### src/rtl/cpu_intr_pkg.sv
// Shared types and helpers for the interrupt controller (intr_ctrl).
package cpu_intr_pkg;

  localparam int unsigned N_IRQ_DEF = 8;
  localparam int unsigned VEC_W     = 32;
  localparam int unsigned IDX_W     = 5;

  typedef enum logic {
    IDLE = 1'b0,
    REQ  = 1'b1
  } intr_state_e;

  // Result of a lowest-set-bit search
  typedef struct packed {
    logic             found;
    logic [IDX_W-1:0] idx;
  } lowest_t;

  // Index of the lowest set bit (highest priority), plus a found flag
  function automatic lowest_t lowest_one(input logic [VEC_W-1:0] vec);
    lowest_t r;
    r.found = 1'b0;
    r.idx   = '0;
    for (int i = VEC_W - 1; i >= 0; i--) begin
      if (vec[i]) begin
        r.found = 1'b1;
        r.idx   = IDX_W'(i);
      end
    end
    return r;
  endfunction

endpackage

### src/rtl/intr_sync.sv
// Two-flop synchroniser per line with rising-edge detect on the synchronised value.
module intr_sync #(
  parameter int unsigned W = 8
) (
  input  logic         clk,
  input  logic         reset,
  input  logic [W-1:0] d_i,
  output logic [W-1:0] q_o,
  output logic [W-1:0] rise_o
);

  logic [W-1:0] meta_q;
  logic [W-1:0] sync_q;
  logic [W-1:0] prev_q;

  // Synchroniser chain plus one delayed copy for edge detection
  always_ff @(posedge clk or negedge reset) begin
    if (!reset) begin
      meta_q <= '0;
      sync_q <= '0;
      prev_q <= '0;
    end else begin
      meta_q <= d_i;
      sync_q <= meta_q;
      prev_q <= sync_q;
    end
  end

  assign q_o    = sync_q;
  assign rise_o = sync_q & ~prev_q;

endmodule

### src/rtl/intr_ctrl.sv
// Interrupt controller: latches IRQs, picks the highest-priority eligible one
// against the in-service register, and hands it to uc with a req/ack handshake.
// Optional macro INTR_MASK_EN adds a per-channel mask register (mask_we/mask_d).
module intr_ctrl
  import cpu_intr_pkg::*;
#(
  parameter int unsigned      N_IRQ     = N_IRQ_DEF,
  parameter logic [N_IRQ-1:0] EDGE_MASK = '1,
  localparam int unsigned     ID_W      = $clog2(N_IRQ)
) (
  input  logic             clk,
  input  logic             reset,
  input  logic [N_IRQ-1:0] irq,
  input  logic             intr_ack,
  input  logic             intr_ret,
`ifdef INTR_MASK_EN
  input  logic             mask_we,
  input  logic [N_IRQ-1:0] mask_d,
`endif
  output logic             intr_req,
  output logic [ID_W-1:0]  intr_id,
  output logic [N_IRQ-1:0] intr_vec,
  output logic [N_IRQ-1:0] ret_vec,
  output logic [N_IRQ-1:0] isr,
  output logic [N_IRQ-1:0] pending
);

  intr_state_e      state_q, state_d;
  logic [ID_W-1:0]  id_q, id_d;
  logic [N_IRQ-1:0] vec_q, vec_d;
  logic [N_IRQ-1:0] isr_q, isr_d;
  logic [N_IRQ-1:0] edge_q, edge_d;
  logic [N_IRQ-1:0] sync_lvl, sync_rise;
  logic [N_IRQ-1:0] mask_en;
  logic [N_IRQ-1:0] ack_vec;
  logic             ack_fire;
  logic             eligible;
  lowest_t          pend_lo, isr_lo;

  intr_sync #(.W(N_IRQ)) u_sync (
    .clk    (clk),
    .reset  (reset),
    .d_i    (irq),
    .q_o    (sync_lvl),
    .rise_o (sync_rise)
  );

`ifdef INTR_MASK_EN
  logic [N_IRQ-1:0] mask_q;

  // Channel enable register; all channels enabled out of reset
  always_ff @(posedge clk or negedge reset) begin
    if (!reset) mask_q <= '1;
    else if (mask_we) mask_q <= mask_d;
  end

  assign mask_en = mask_q;
`else
  assign mask_en = '1;
`endif

  // Edge channels come from the latch, level channels straight from the synchroniser
  assign pending  = ((edge_q & EDGE_MASK) | (sync_lvl & ~EDGE_MASK)) & mask_en;
  assign pend_lo  = lowest_one(VEC_W'(pending));
  assign isr_lo   = lowest_one(VEC_W'(isr_q));
  assign eligible = pend_lo.found && (!isr_lo.found || (pend_lo.idx < isr_lo.idx));
  assign ack_fire = intr_ack && (state_q == REQ);

  // Return decode: lowest in-service bit, only in the intr_ret cycle
  always_comb begin
    ret_vec = '0;
    if (intr_ret && isr_lo.found) ret_vec = N_IRQ'(1) << isr_lo.idx;
  end

  // ISR and edge-latch update; ret clears before ack sets, edge set beats ack clear
  always_comb begin
    ack_vec = '0;
    if (ack_fire) ack_vec = N_IRQ'(1) << id_q;
    isr_d  = (isr_q & ~ret_vec) | ack_vec;
    edge_d = ((edge_q & ~ack_vec) | sync_rise) & EDGE_MASK;
  end

  // Handshake FSM next state; id and one-hot frozen for the whole request
  always_comb begin
    state_d = state_q;
    id_d    = id_q;
    vec_d   = vec_q;
    unique case (state_q)
      IDLE: begin
        if (eligible) begin
          state_d = REQ;
          id_d    = ID_W'(pend_lo.idx);
          vec_d   = N_IRQ'(1) << pend_lo.idx;
        end
      end
      REQ: begin
        if (intr_ack) begin
          state_d = IDLE;
          vec_d   = '0;
        end
      end
      default: state_d = IDLE;
    endcase
  end

  // State registers
  always_ff @(posedge clk or negedge reset) begin
    if (!reset) begin
      state_q <= IDLE;
      id_q    <= '0;
      vec_q   <= '0;
      isr_q   <= '0;
      edge_q  <= '0;
    end else begin
      state_q <= state_d;
      id_q    <= id_d;
      vec_q   <= vec_d;
      isr_q   <= isr_d;
      edge_q  <= edge_d;
    end
  end

  assign intr_req = (state_q == REQ);
  assign intr_id  = id_q;
  assign intr_vec = vec_q;
  assign isr      = isr_q;

endmodule

### config.mk
export PLATFORM = sky130hd
export DESIGN_NAME = intr_ctrl
export DESIGN_NICKNAME = d
export VERILOG_FILES = /design/src/rtl/cpu_intr_pkg.sv /design/src/rtl/intr_sync.sv /design/src/rtl/intr_ctrl.sv
export SDC_FILE = /design/constraint.sdc
export NUM_CORES = 1
export LEC_CHECK = 0
export ABC_AREA = 1
export BUFFER_PORTS_ARGS = -buffer_cell sky130_fd_sc_hd__buf_2
export CORE_AREA = 5 5 82 84
export DETAILED_ROUTE_END_ITERATION = 6
export DIE_AREA = 0 0 87 89
export MAX_ROUTING_LAYER = met4
export PLACE_DENSITY = 0.67
export SLEW_MARGIN = 20
export SYNTH_ARGS = -nofsm -noshare
export SYNTH_HDL_FRONTEND = slang
export SYNTH_SLANG_ARGS = --single-unit
### constraint.sdc
create_clock -name clk -period 5.3 [get_ports clk]
set_input_delay 0 -clock clk [delete_from_list [all_inputs] [get_ports clk]]
set_output_delay 0 -clock clk [all_outputs]
set_load 0.05 [all_outputs]
==> flow_summary.ini, run 1 <==
[floorplanning]
core_area_um2 = 5850
fp.dieH_um = 89
start_util_pct = 36.5
row_count = 28
dieArea_um2 = 7740
fp.dieW_um = 87
ios = 48

[global_routing]
grt_max_degree = 53
grt_use_total_pct = 13.0
grt-ovfl-total = 0
first_global_vias = 1577
grt_pass1_wl_um = 7530
grt_antenna_before_repair = 0

[timing]
fmax_mhz = 450
setup_viol = 0
drv_slew = 0
hold_violations = 0
rsz0062_at_grt = false
period_share_pct = 42.0
worst_slew_pin_slew_ns = 0.639
layout_setup_ws_ns = 3.08
whs_ns = 0.168
fin_skew_ns = 0.0120
maxSlewHeadroom_pct = 57.4
tns_ns = 0
finalCriticalPeriod_ns = 2.22

[routing]
firstDrtPassIters = 5
drc_errors = 0
postRouteWirelength_um = 4420
wire_per_inst_um = 12.3
drt_iter0_drc = 72
routed_via_density = 4.52
vias = 1621
detail-route-antenna-nets = 0

[synthesis]
ys_seq_area_share_pct = 60.9
ys_warn_count = 0
yosysTopAreaCell = dfrtp_1
synthCells = 220
ys_seq_elements = 52
synth_cell_types = 22
syn-num-nets = 234
synth.cell_area_um2 = 2140
avgSynthCellArea_um2 = 9.71
yosys-top-cells-area = dfrtp_1 61%, inv_1 7.0%, nand2_1 6.3%
synth_top_cell_area_share_pct = 60.9

[worst_setup_path]
cpMostUsedCell = nand2_1
crit_path_end_kind = flip-flop
critPathTopFamily = simple AND/OR/NAND/NOR gates
arrival_ns = 2.47
max_stage_delay_ns = 0.40
crit_path_cell_trace = nor4_1 > inv_1 > nor2_1 > inv_1 > ha_1 > a21oi_1 > nand2_2 > nand2_4 > nand2_4 > nand2_1 > nand2_1 > nand2_1
cp_slowest_cell = dfrtp_1
required_ns = 5.54
startpoint_type = flip-flop
crit_path_max_fanout = 16
crit_buf_inv = 2
path_class = flip-flop to flip-flop

[place]
dpl-instance-area_um2 = 2460
dp_hpwl_um = 3300
globalplace.congestion = 0.842
pre_cts_ws_ns = 3.12
numPortBuffers = 47

[finish]
final_cell_area_um2 = 2660
drive_gt1_share_pct = 27.1
n_fill_cell = 582
post-route-util_pct = 45.4
areaGrowthSynthToFinish_pct = 24.2
nets = 297
antennaDiodeCount = 0

[clock_tree]
cts.sinks = 52
clk_latency_ns = 0.31
cts_made_buffers = 5
cts-root-buf = clkbuf_8
cts_tree = done
clk_pin_slew_worst_paths_ns = 0.11
cts_resized = 0
htreeDepth = 2
post_cts_buffers = 0
clockBufferDepth = 2

[pwr]
pwr-share-comb_pct = 48.6
seqPwrFrac_pct = 34.8
power_density_nw_per_um2 = 547
swShare_pct = 50.3
p_leak_uw = 0.00136
p_clk_share_pct = 16.7
p_sw_uw = 730
intPower_uw = 722
vdd.ir_drop.worst_v = 0.000305

[hold_path]
hp-class = input port to flip-flop

[run_status]
status = finished clean

[run]
drv_cap = 0
-- synthesized netlist by cell type, drive strengths merged --
| cell | instances |
|---|---|
| a21oi | 4 |
| o22ai | 7 |
| dfrtp | 52 |
| o21ai | 22 |
| nand3 | 10 |
| nor2 | 22 |
| nor3 | 5 |
| inv | 41 |
| a31oi | 1 |
| nand4 | 5 |
| ha | 2 |
| nand2 | 45 |
| buf | 2 |
| nor4 | 2 |
-- cells in the final DEF, fill, tap and decap left out --
cell	instances
clkbuf_8	5
nand2_2	7
o21ai_2	1
dfrtp_1	52
o21ai_0	21
buf_2	47
inv_8	1
a21oi_4	1
nor3_1	5
o22ai_1	7
buf_4	1
a21oi_1	3
inv_1	40
ha_1	2
a31oi_1	1
nor2_2	1
nand3_2	8
nand2_4	2
nor4_1	2
inv_2	1
nand4_1	5
inv_6	2
nor2_1	21
dlygate4sd3_1	10
nand3_1	2
nand2_1	36
-- cell type report --
class / instances / area (um^2) / area share (%)
Multi-Input combinational cell: 125 / 666 / 25.1
Inverter: 41 / 154 / 5.80
Timing Repair Buffer: 58 / 343 / 12.9
Clock inverter: 3 / 28.8 / 1.08
Sequential cell: 52 / 1300 / 49.0
Clock buffer: 5 / 68.8 / 2.59
Tap cell: 75 / 93.8 / 3.53
-- cell families after synthesis --
kind of cell    after synthesis  synth area share [%]
flops                        52                  60.9
buf+inv                      43                  7.96
fa+ha+maj                     2                  1.17
compound gates               34                  9.13
simple gates                 89                  20.8
-- power groups by stage --
stage | clock, uW | sequential [uW] | combinational [uW]
global placement | 0 | 513 | 695
floorplan | 0 | 675 | 401
detailed placement | 0 | 514 | 703
global route | 269 | 515 | 776
CTS | 252 | 506 | 709
finish | 242 | 505 | 705
-- worst reg2reg max path, cell delays in order (launching register included) --
cell and delay, ns:
dfrtp_1 0.40, nor4_1 0.36, inv_1 0.09, nor2_1 0.15, inv_1 0.08, ha_1 0.29, a21oi_1 0.18, nand2_2 0.09
nand2_4 0.09, nand2_4 0.14, nand2_1 0.15, nand2_1 0.07, nand2_1 0.06
-- flip-flops by register name, indices dropped and copies added, names as in the netlist --
| register | count |
|---|---|
| intr_id | 3 |
| u_sync.prev_q | 8 |
| u_sync.meta_q | 8 |
| pending | 8 |
| intr_req | 1 |
| isr | 8 |
| u_sync.q_o | 8 |
| intr_vec | 8 |
-- metal layers --
layer,share of wire (%),GRT usage (%)
met1,43,15.8
met2,47,20.7
met3,8.8,4.61
met4,1.3,3.40
met5,0,-
-- worst paths after layout --
kind / startpoint / endpoint / slack [ns] / depth (start not counted)
min in group asynchronous: reset / u_sync.meta_q[2] / 0.33 / 3
max in group asynchronous: reset / isr[1] / 4.55 / 3
hold / removal: intr_ret / isr[7] / 0.17 / 4
hold reg to reg: u_sync.meta_q[1] / u_sync.q_o[1] / 0.35 / 0
setup reg to reg: isr[2] / intr_vec[0] / 3.08 / 12
setup / recovery: isr[2] / intr_vec[0] / 3.08 / 12
-- stage by stage --
| stage | power, uW | cells |
|---|---|---|
| 2_1_floorplan | 1080 | 220 |
| 3_3_place_gp | 1210 | 341 |
| 3_5_place_dp | 1220 | 341 |
| 4_1_cts | 1470 | 359 |
| 5_1_grt | 1560 | 359 |
| 6_report | 1450 | 359 |
-- what timing repair did --
item                                    4_1_cts  5_1_grt
endpoints found under the setup margin        0        0
hold buffers                                 10        0
endpoints found under the hold margin        61        0
(Power assumes the default switching activity.)
==> inputs of run 2 (changes only) <==
--- a/config.mk
+++ b/config.mk
@@ -11,7 +11,7 @@
 export DETAILED_ROUTE_END_ITERATION = 6
 export DIE_AREA = 0 0 87 89
 export MAX_ROUTING_LAYER = met4
-export PLACE_DENSITY = 0.67
+export PLACE_DENSITY = 0.69
 export SLEW_MARGIN = 20
 export SYNTH_ARGS = -nofsm -noshare
 export SYNTH_HDL_FRONTEND = slang
==> constraint.sdc (replaced) <==
create_clock -name clk -period 1.8 [get_ports clk]
set_input_delay 0 -clock clk [delete_from_list [all_inputs] [get_ports clk]]
set_output_delay 0 -clock clk [all_outputs]
set_load 0.05 [all_outputs]
==> run 2 against run 1 <==
Compared with the run above:
- the run now ends with setup timing left
- power rose to 3.9 times the previous value
- worst setup slack worse by 3.3 ns
- sequential power grew to 3.0 times the previous value
- die area unchanged
- clock skew grew 0.0026 ns
- first-iteration DRC count is 22% higher
- worst hold slack improved by 0.022 ns
- final cell count grew 10%
- largest power group unchanged
==> flow_summary.ini, run 2 (synthesis gave the netlist of run 1 again) <==
[routing]
drc_errors = 0
postRouteWirelength_um = 5470
firstDrtPassIters = 4
detail-route-antenna-nets = 0
drt_iter0_drc = 88
routed_via_density = 4.65
vias = 1840
wire_per_inst_um = 13.8

[pwr]
vdd.ir_drop.worst_v = 0.00107
p_leak_uw = 0.00158
power_density_nw_per_um2 = 1740

[run_status]
violations = setup timing
status = complete, but fails checks

[timing]
hold_violations = 0
fin_skew_ns = 0.0146
period_share_pct = 114
maxSlewHeadroom_pct = 49.0
rsz0062_at_grt = true
layout_setup_ws_ns = -0.245
finalCriticalPeriod_ns = 2.04
fmax_mhz = 489
worst_slew_pin_slew_ns = 0.765
setup_viol = 20
drv_slew = 0

[place]
dp_hpwl_um = 3590
numPortBuffers = 47
dp_cells = 370
pre_cts_ws_ns = -0.230
dpl-instance-area_um2 = 2790
globalplace.congestion = 0.849

[worst_setup_path]
crit_path_max_fanout = 7
cp_slowest_cell = dfrtp_2
critPathTopFamily = simple AND/OR/NAND/NOR gates
reg2reg_slack_ns = -0.24
startpoint_type = flip-flop
cpMostUsedCell = nand2_2
arrival_ns = 2.25
max_stage_delay_ns = 0.45
crit_path_end_kind = flip-flop
crit_path_cell_trace = buf_6 > inv_4 > nand2_2 > nand2_2 > nand2_2 > nand2_2 > nand2_2 > a21oi_4 > buf_4 > nand2_2 > nand2_2 > nand2_2 > nand2_4 > nand2_8 > buf_6 > nand2_2 > o21ai_2
crit_buf_inv = 4
path_class = flip-flop to flip-flop
required_ns = 2.01

[clock_tree]
cts_made_buffers = 5
clk_pin_slew_worst_paths_ns = 0.11
cts_tree = done
htreeDepth = 2
cts-root-buf = clkbuf_8
clk_latency_ns = 0.32
cts.sinks = 52
clockBufferDepth = 2

[finish]
antennaDiodeCount = 0
areaGrowthSynthToFinish_pct = 53.0
drive_gt1_share_pct = 50.5
post-route-util_pct = 55.9
final_cell_area_um2 = 3270
final_common_cell = dfrtp_1
layout_common_cells = 40 x dfrtp_1, 39 x buf_2, 36 x inv_1
fin_cells = 396
nets = 334

[global_routing]
first_global_vias = 1894
grt_antenna_before_repair = 0
grt_pass1_wl_um = 8710
grt_max_degree = 53
grt-ovfl-total = 0
grt_use_total_pct = 15.1

[floorplanning]
ios = 48
start_util_pct = 36.5
fp.dieW_um = 87
dieArea_um2 = 7740
core_area_um2 = 5850
fp.dieH_um = 89
row_count = 28

[hold_path]
hp-class = input port to flip-flop

[run]
drv_cap = 0
[run 2: cell types whose count changed in the layout (fill, tap and decap cells not counted), moves of 8 or more]
| cell | before | now |
|---|---|---|
| buf_2 | 47 | 39 |
| buf_4 | 1 | 33 |
| buf_6 | 0 | 10 |
| dfrtp_1 | 52 | 40 |
| dfrtp_2 | 0 | 12 |
| nand2_1 | 36 | 24 |
| nor2_1 | 21 | 12 |
| nor2_4 | 0 | 9 |
[run 2: repair_timing]
item | CTS | global route
gates resized for setup | 40 | 25
pin swaps | 14 | 13
endpoints found under the setup margin | 20 | 21
setup buffers | 5 | 4
hold buffers | 10 | 0
endpoints found under the hold margin | 61 | 0
[run 2: cell type report]
| cell class | instances | area [um^2] |
|---|---|---|
| fillers | 504 | 2580 |
| flip-flops and latches | 52 | 1320 |
| multi-input cells | 125 | 893 |
| repair buffers | 95 | 706 |
| inverters | 41 | 164 |
| well taps | 75 | 93.8 |
| clock buffers | 5 | 68.8 |
| clock inverters | 3 | 28.8 |
[run 2: metrics by stage]
stage	total power, uW	hold slack, ns	setup TNS [ns]
after global routing	6040	0.197	-5.89
after floorplan	3350	-0.296	-3.67
after CTS	5380	0.165	-2.73
after global placement	4140	0.107	-1.58
after detailed placement	4190	0.109	-2.28
final	5700	0.190	-3.85
[run 2: worst paths after layout]
check	from	to	cells after the start
max reg2reg	isr[6]	intr_id[0]	17
min	intr_ret	isr[0]	4
max	isr[6]	intr_id[0]	17
max in group asynchronous	reset	pending[7]	3
min in group asynchronous	reset	isr[0]	3
min reg2reg	u_sync.meta_q[7]	u_sync.q_o[7]	0
[run 2: routing by layer]
metal / GRT usage (%) / part of all wire, % / wire length (um)
met1: 17.2 / 40 / 2180
met2: 24.6 / 50 / 2730
met3: 4.42 / 6.8 / 373
met4: 7.08 / 3.3 / 181
met5: - / 0 / 0
[run 2: power breakdown]
| group | internal, uW | total [uW] | leakage, uW | switching [uW] |
|---|---|---|---|---|
| clock network | 294 | 716 | 0.0000511 | 422 |
| logic | 1290 | 3480 | 0.000927 | 2190 |
| registers | 1360 | 1510 | 0.000604 | 154 |
| total | 2940 | 5700 | 0.00158 | 2770 |
[run 2: worst register-to-register path: stages, from the launching register on]
cell     delay (ns)
dfrtp_2        0.45
buf_6          0.13
inv_4          0.05
nand2_2        0.05
nand2_2        0.06
nand2_2        0.08
nand2_2        0.08
nand2_2        0.07
a21oi_4        0.16
buf_4          0.14
nand2_2        0.05
nand2_2        0.09
nand2_2        0.07
nand2_4        0.09
nand2_8        0.07
buf_6          0.17
nand2_2        0.06
o21ai_2        0.05
